[config.mk]
export PLATFORM = sky130hd
export DESIGN_NAME = dmem_copy_engine
export DESIGN_NICKNAME = d
export VERILOG_FILES = /design/src/rtl/dmem_copy_engine.sv
export SDC_FILE = /design/constraint.sdc
export NUM_CORES = 1
export LEC_CHECK = 0
export CAP_MARGIN = 30
export CORE_ASPECT_RATIO = 0.9
export CORE_MARGIN = 8
export CORE_UTILIZATION = 45
export CTS_CLUSTER_DIAMETER = 200
export DETAILED_ROUTE_END_ITERATION = 7
export PLACE_DENSITY = 0.79
export SLEW_MARGIN = 30
export SYNTH_ARGS = -nofsm -noshare
export SYNTH_HDL_FRONTEND = slang
export SYNTH_SLANG_ARGS = --single-unit
[constraint.sdc]
create_clock -name i_clk -period 4.12 [get_ports i_clk]
set_input_delay 0.412 -clock i_clk [delete_from_list [all_inputs] [get_ports i_clk]]
set_output_delay 0.412 -clock i_clk [all_outputs]
set_load 0.02 [all_outputs]
[src/rtl/dmem_copy_engine.sv]
// dmem_copy_engine
// Copies a block of words inside the data memory, from an ascending source
// word-index range to an ascending destination range. Each word takes two
// cycles: a READ cycle that presents the source address and captures the
// asynchronous read data, then a WRITE cycle that stores it at the
// destination. The write lands on the rising edge that ends the WRITE cycle.
//
// Ports:
//   i_clk             system clock, rising edge
//   i_arst_n          asynchronous active-low reset
//   i_start           copy request, sampled only while idle
//   i_src_addr        first source word index
//   i_dst_addr        first destination word index
//   i_length          number of words to copy
//   o_busy            high whenever the engine is not idle
//   o_done            one-cycle completion pulse
//   o_error           last accepted request violated the memory range
//   o_words_copied    words written by the current or last transfer
//   o_mem_we          memory write enable (only in WRITE)
//   o_mem_address     memory word address (0 outside READ/WRITE)
//   o_mem_write_data  memory write data (0 outside WRITE)
//   i_mem_read_data   asynchronous memory read data
module dmem_copy_engine #(
  parameter int DATA_WIDTH   = 32,
  parameter int ADDR_WIDTH   = 32,
  parameter int CELLS_NUMBER = 128,
  parameter int LEN_WIDTH    = 8
) (
  input  logic                  i_clk,
  input  logic                  i_arst_n,
  input  logic                  i_start,
  input  logic [ADDR_WIDTH-1:0] i_src_addr,
  input  logic [ADDR_WIDTH-1:0] i_dst_addr,
  input  logic [LEN_WIDTH-1:0]  i_length,
  output logic                  o_busy,
  output logic                  o_done,
  output logic                  o_error,
  output logic [LEN_WIDTH-1:0]  o_words_copied,
  output logic                  o_mem_we,
  output logic [ADDR_WIDTH-1:0] o_mem_address,
  output logic [DATA_WIDTH-1:0] o_mem_write_data,
  input  logic [DATA_WIDTH-1:0] i_mem_read_data
);

  typedef enum logic [1:0] {
    ST_IDLE  = 2'd0,
    ST_READ  = 2'd1,
    ST_WRITE = 2'd2,
    ST_DONE  = 2'd3
  } state_t;

  localparam logic [ADDR_WIDTH:0] CELLS_EXT = (ADDR_WIDTH+1)'(CELLS_NUMBER);

  state_t                state_reg, state_next;
  logic [ADDR_WIDTH-1:0] src_ptr_reg, src_ptr_next;
  logic [ADDR_WIDTH-1:0] dst_ptr_reg, dst_ptr_next;
  logic [LEN_WIDTH-1:0]  len_reg, len_next;
  logic [LEN_WIDTH-1:0]  count_reg, count_next;
  logic [DATA_WIDTH-1:0] data_reg, data_next;
  logic                  error_reg, error_next;

  // End-of-range sums carry one extra bit so a huge index plus a length
  // cannot wrap around and masquerade as an in-range request.
  logic [ADDR_WIDTH:0]   src_end;
  logic [ADDR_WIDTH:0]   dst_end;
  logic                  range_bad;
  logic [LEN_WIDTH-1:0]  count_inc;

  assign src_end   = {1'b0, i_src_addr} + (ADDR_WIDTH+1)'(i_length);
  assign dst_end   = {1'b0, i_dst_addr} + (ADDR_WIDTH+1)'(i_length);
  assign range_bad = (src_end > CELLS_EXT) || (dst_end > CELLS_EXT);
  assign count_inc = count_reg + LEN_WIDTH'(1);

  // State and datapath registers. Reset is asynchronous so the write enable,
  // which decodes straight from the state, drops the moment reset asserts.
  always_ff @(posedge i_clk or negedge i_arst_n) begin
    if (!i_arst_n) begin
      state_reg   <= ST_IDLE;
      src_ptr_reg <= '0;
      dst_ptr_reg <= '0;
      len_reg     <= '0;
      count_reg   <= '0;
      data_reg    <= '0;
      error_reg   <= 1'b0;
    end else begin
      state_reg   <= state_next;
      src_ptr_reg <= src_ptr_next;
      dst_ptr_reg <= dst_ptr_next;
      len_reg     <= len_next;
      count_reg   <= count_next;
      data_reg    <= data_next;
      error_reg   <= error_next;
    end
  end

  always_comb begin
    state_next       = state_reg;
    src_ptr_next     = src_ptr_reg;
    dst_ptr_next     = dst_ptr_reg;
    len_next         = len_reg;
    count_next       = count_reg;
    data_next        = data_reg;
    error_next       = error_reg;
    o_busy           = (state_reg != ST_IDLE);
    o_done           = 1'b0;
    o_mem_we         = 1'b0;
    o_mem_address    = '0;
    o_mem_write_data = '0;

    case (state_reg)
      ST_IDLE: begin
        if (i_start) begin
          src_ptr_next = i_src_addr;
          dst_ptr_next = i_dst_addr;
          len_next     = i_length;
          count_next   = '0;
          error_next   = range_bad;
          if (range_bad || (i_length == '0)) begin
            state_next = ST_DONE;
          end else begin
            state_next = ST_READ;
          end
        end
      end
      ST_READ: begin
        o_mem_address = src_ptr_reg;
        data_next     = i_mem_read_data;
        state_next    = ST_WRITE;
      end
      ST_WRITE: begin
        o_mem_we         = 1'b1;
        o_mem_address    = dst_ptr_reg;
        o_mem_write_data = data_reg;
        src_ptr_next     = src_ptr_reg + ADDR_WIDTH'(1);
        dst_ptr_next     = dst_ptr_reg + ADDR_WIDTH'(1);
        count_next       = count_inc;
        // Ascending word-by-word copy: with an overlapping dst > src the
        // engine re-reads words it has already written.
        if (count_inc == len_reg) begin
          state_next = ST_DONE;
        end else begin
          state_next = ST_READ;
        end
      end
      ST_DONE: begin
        o_done     = 1'b1;
        state_next = ST_IDLE;
      end
      default: begin
        state_next = ST_IDLE;
      end
    endcase
  end

  assign o_error        = error_reg;
  assign o_words_copied = count_reg;

endmodule

# Word-level counts from Yosys, hierarchy flattened
# Index checks and enable logic that the tools add are counted.
[op_classes] add_sub_neg=5 order_cmp=2 n_eq_ne=5 muxes=14 reduce_logical=8
[ops] cell="case mux 32 bit (2 select lines)" count=3
[ops] cell="two-way mux 32 bit" count=3
[ops] cell="adder 32 x 8 -> 33 bit" count=2
[ops] cell="> comparator 33 x 8 -> 1 bit (second input constant)" count=2
[ops] cell="adder 32 x 1 -> 32 bit (second input constant)" count=2
[ops] cell="case mux 8 bit (2 select lines)" count=1
[ops] cell="adder 8 x 1 -> 8 bit (second input constant)" count=1
[ops] cell="== test 8 bit" count=1
[ops] cell="zero test 8 bit" count=1
[ops] cell="two-way mux 8 bit" count=1
[ops] cell="case mux 2 bit (4 select lines)" count=1
[ops] cell="two-way mux 2 bit" count=3
[ops] cell="== test 2 bit (second input constant)" count=2
[ops] cell="AND reduction 2 bit" count=2
[ops] cell="nonzero test 2 bit" count=2
[ops] cell="== test 2 x 1 -> 1 bit (second input constant)" count=1
[ops] cell="zero test 2 bit" count=1
[ops] cell="logical OR 1 bit" count=2
[ops] cell="two-way mux 1 bit" count=2
[ops] cell="!= test 2 bit (second input constant)" count=1
[totals] ff_bits=115 input_bits=107 out_inout_bits=76 wordCells=41

# Logic depth before layout (Yosys ltp)
[logic_depth] word_depth=7 mapped_depth=11 depth_no_buf=10

# Worst setup path before layout
# No wires, ideal clock.
[synth_path] kind="input to register" startpoint="in i_src_addr[0]" endpoint="reg error_reg, in the netlist o_error" setup_ns=0.137 arrival_time_ns=3.006 required_time_ns=3.983 path_slack_ns=0.977 cell_stages=10 path_buffers=0 path_cell_list="ha_1 -> fa_1 -> a211oi_1 -> o211ai_1 -> nand3_1 -> a21oi_1 -> a211o_2 -> or4_1 -> nor4_1 -> a21oi_1"
[synth_between] elab_chain_len=3
[synth_lines] element="start, declared" line="32" text="input logic [ADDR_WIDTH-1:0] i_src_addr,"
[synth_lines] element="adder 32 x 8 -> 33 bit" line="69" text="assign src_end = {1'b0, i_src_addr} + (ADDR_WIDTH+1)'(i_length);"
[synth_lines] element="> comparator 33 x 8 -> 1 bit" line="71" text="assign range_bad = (src_end > CELLS_EXT) || (dst_end > CELLS_EXT);"
[synth_lines] element="logical OR 1 bit" line="71"
[synth_lines] element="end signal, assigned" line="92" text="error_reg <= error_next;"
[synth_lines] element="end, declared" line="60" text="logic error_reg, error_next;"
# No other way between the ends.
# A chain may end at the register's enable or synchronous reset.

# Worst setup path in the final report
[layout_path] startpoint="in i_length[0]" endpoint="reg error_reg, in the netlist o_error"
[layout_between] elab_chain_len=3 elab_cells_between_ends=5 classes_between="add/sub: 2; order compare: 2; reduce/logical: 1"
[layout_lines] element="start, declared" line="34" text="input logic [LEN_WIDTH-1:0] i_length,"
[layout_lines] element="adder 32 x 8 -> 33 bit, on equally long branches" line="69, 70"
[layout_lines] element="> comparator 33 x 8 -> 1 bit" line="71"
[layout_lines] element="logical OR 1 bit (*)" line="71"
# Every way passes the cells marked *; elsewhere a longest branch is shown, timed or not.

==> flow_summary.toml <==
[floorplanning]
dieArea_mm2 = 0.0238
start_util = 0.453
ios = 183
fp.dieH_um = 147
rows = 48
fp.dieW_um = 162
coreArea_mm2 = 0.0190

[clocking]
path_clk_slew_ps = 60
cts_tree = "built"
hold_buffers = 1
cts_max_level = 4
cts_sinks = 115
cts_buffers = 17
clkLatencyLatePin_ps = 420
cts-root-buf = "clkbuf_16"
cts_resized = 0
postCtsSetupRepairBufs = 0
cts_max_path_buffers = 2

[place]
dp_hpwl_um = 22500
post_dp_cell_area_mm2 = 0.0106
place.gp.congestion = 0.921
portBuffers = 182

[worst_hold_path]
hold_path.class = "in -> async"

[synthesis]
synthesis.area_mm2 = 0.00859
syn-num-nets = 1164
syn-instance-count = 1032
netlist_top_cells_area = "dfrtp_1, mux2_2, a21oi_1, o21ai_0, nand2_1"
async_reset_ff_frac = 1.00
synth_top_cell_area_share = 0.335
yosys_warnings = 0
synth-seq-area-share = 0.335
synth-edff-count = 0
yosysMostFrequentCell = "dfrtp_1"
avgSynthCellArea_um2 = 8.32
ys_seq_elements = 115
synth.distinct_cells = 61
yosys.area.top_type = "dfrtp_1"
synthTopCellsByCount = "dfrtp_1, nand2_1, a21oi_1, o21ai_0, nor2_1"
synthFlopType = "dfrtp_1"

[sta]
finalClockSkew_ps = 9.69
slew_viol_final = 0
period_share = 0.902
rsz0062_at_grt = "no"
period_needed_ps = 3720
max_freq_ghz = 0.269
maxSlewHeadroom = 0.470
setup_viol = 0
hold_viol = 0
tightest_slew_ps = 790
fin_setup_tns_ps = 0

[cells_and_area]
nFillCells = 1684
multi_input_area_mm2 = 0.00544
drive_gt1_frac = 0.0926
final-seq-area_mm2 = 0.00288
num_antenna_cells = 0
area_delta_synth_final_pct = 31.1
finalInstanceArea_mm2 = 0.0113
nets = 1318

[route]
via_per_inst = 6.24
antenna_left = 0
num_vias = 9041
drt_wl_total_um = 30600
post_drt_wl_per_cell_um = 21.1
drtPass1Iterations = 5
drc = 0
drt_iter0_markers = 978

[critical_path]
cp.required_ps = 4410
arrival_ps = 4000
worstSetupStartpointType = "input port"
crit_chain = "clkdlybuf4s50_1 -> ha_1 -> fa_1 -> a211oi_1 -> o211ai_1 -> nand3_1 -> a21oi_1 -> a211o_2 -> or4_1 -> nor4_1 -> a21oi_1"
max_stage_delay_ps = 510
worst-setup-path-type = "in -> reg"
critPathMaxFanout = 7
cp-end-kind = "register"
crit_top_cell = "a21oi_1"
slowest_stage = "clkdlybuf4s50_1"

[global_route]
busiest_layer = "met2"
use_met3 = 0.0534
grt_pass1_wl_um = 47700
grt_max_degree = 102
overflow = 0
gr-usage-met2 = 0.385
grt_use_total = 0.251
antenna_found_initial = 0
met1_usage = 0.347
grt_pass1_vias = 8455

[pwr]
peakVddDrop_mv = 0.269
power_density_mw_per_mm2 = 279
power_frac_comb = 0.143
switching_power_uw = 820
intPower_mw = 2.32
swShare = 0.261
leakagePower_nw = 4.39
seqPwrFrac = 0.367
clock_power_share = 0.490

[run_status]
outcome = "finished clean"

[run]
cap_viol_max_count = 0
==> per-stage QoR <==
step           setup slack (ps)  power, mW  cells  hold slack (ps)   util
2_1_floorplan               977       1.37   1032              116      -
3_3_place_gp                150       1.61   1416              303  0.561
3_5_place_dp               34.5       1.61   1416              307  0.561
4_1_cts                     466       3.15   1449              400  0.593
5_1_grt                     181       3.25   1449              430  0.593
6_report                    402       3.14   1449              424  0.593
==> layout make-up <==
cell class | instances | share of cell area
repair buffers | 195 | 0.173
clock inverters | 14 | 0.0160
multi-input cells | 837 | 0.483
well taps | 250 | 0.0278
clock buffers | 18 | 0.0381
inverters | 20 | 0.00667
flip-flops and latches | 115 | 0.256
==> worst paths after layout <==
kind | start | to | slack, ps | depth (start not counted)
setup reg to reg | state_reg[0]$_DFFE_PN0P_ | dst_ptr_reg[30]$_DFFE_PN0P_ | 850 | 9
setup / recovery | i_length[0] | o_error$_DFFE_PN0P_ | 400 | 11
hold reg to reg | dst_ptr_reg[31]$_DFFE_PN0P_ | dst_ptr_reg[31]$_DFFE_PN0P_ | 490 | 1
hold / removal | i_arst_n | o_words_copied[3]$_DFFE_PN0P_ | 420 | 2
max in group asynchronous | i_arst_n | src_ptr_reg[30]$_DFFE_PN0P_ | 2860 | 3
min in group i_clk | dst_ptr_reg[31]$_DFFE_PN0P_ | dst_ptr_reg[31]$_DFFE_PN0P_ | 490 | 1
==> layout by cell type, fill, tap and decap left out, types with 4 or more instances in the layout <==
master           count
clkdlybuf4s50_1    181
dfrtp_1            115
nand2_1             84
a21oi_1             80
o21ai_0             76
nor2_1              64
nand3_1             52
o22ai_1             45
mux2_2              44
and2_1              37
a22oi_1             32
nor2b_1             32
nand4_1             26
and3_1              24
ha_1                21
inv_1               20
nor3_1              20
mux2i_1             19
xor2_1              19
o31ai_1             18
xnor2_1             17
clkbuf_16           17
a31oi_1             15
buf_4               11
o211ai_1             9
nor4_1               8
a211oi_1             7
and4_1               6
a21o_1               6
a31o_2               6
o2111ai_1            6
or3_1                5
clkinv_4             5
or4_1                4
nand2b_1             4
or2_2                4
==> routing by layer <==
layer,vias to the layer above,share of wire,wire length [um]
li1,4189,-,-
met3,43,0.092,2820
met5,-,0,0
met4,0,0.021,629
met2,484,0.45,13700
met1,4325,0.44,13400
==> cell families (layout without fill, tap and decap cells) <==
family                   count (synthesis)  after routing  synth area share
XOR/XNOR                                36             36            0.0367
buffers and inverters                   80            247            0.0350
AND/OR/NAND/NOR                        377            377             0.225
AO/OA/AOI/OAI                          336            336             0.251
flip-flops                             115            115             0.335
adder cells (fa/ha/maj)                 25             25            0.0382
multiplexers                            63             63            0.0798
==> power by group through the flow <==
stage | clock (mW) | combinational (mW) | sequential [mW]
2_1_floorplan | 0 | 0.194 | 1.17
3_3_place_gp | 0 | 0.435 | 1.17
3_5_place_dp | 0 | 0.440 | 1.17
4_1_cts | 1.56 | 0.443 | 1.15
5_1_grt | 1.61 | 0.481 | 1.15
6_report | 1.54 | 0.448 | 1.15
==> worst max-delay path: cells and delay by family <==
kind / cells / cell delay, ps
buffers and inverters: 1 / 510
AND/OR/NAND/NOR: 3 / 1130
AO/OA/AOI/OAI: 5 / 1280
adder cells (fa/ha/maj): 2 / 680
(Power assumes the default switching activity.)
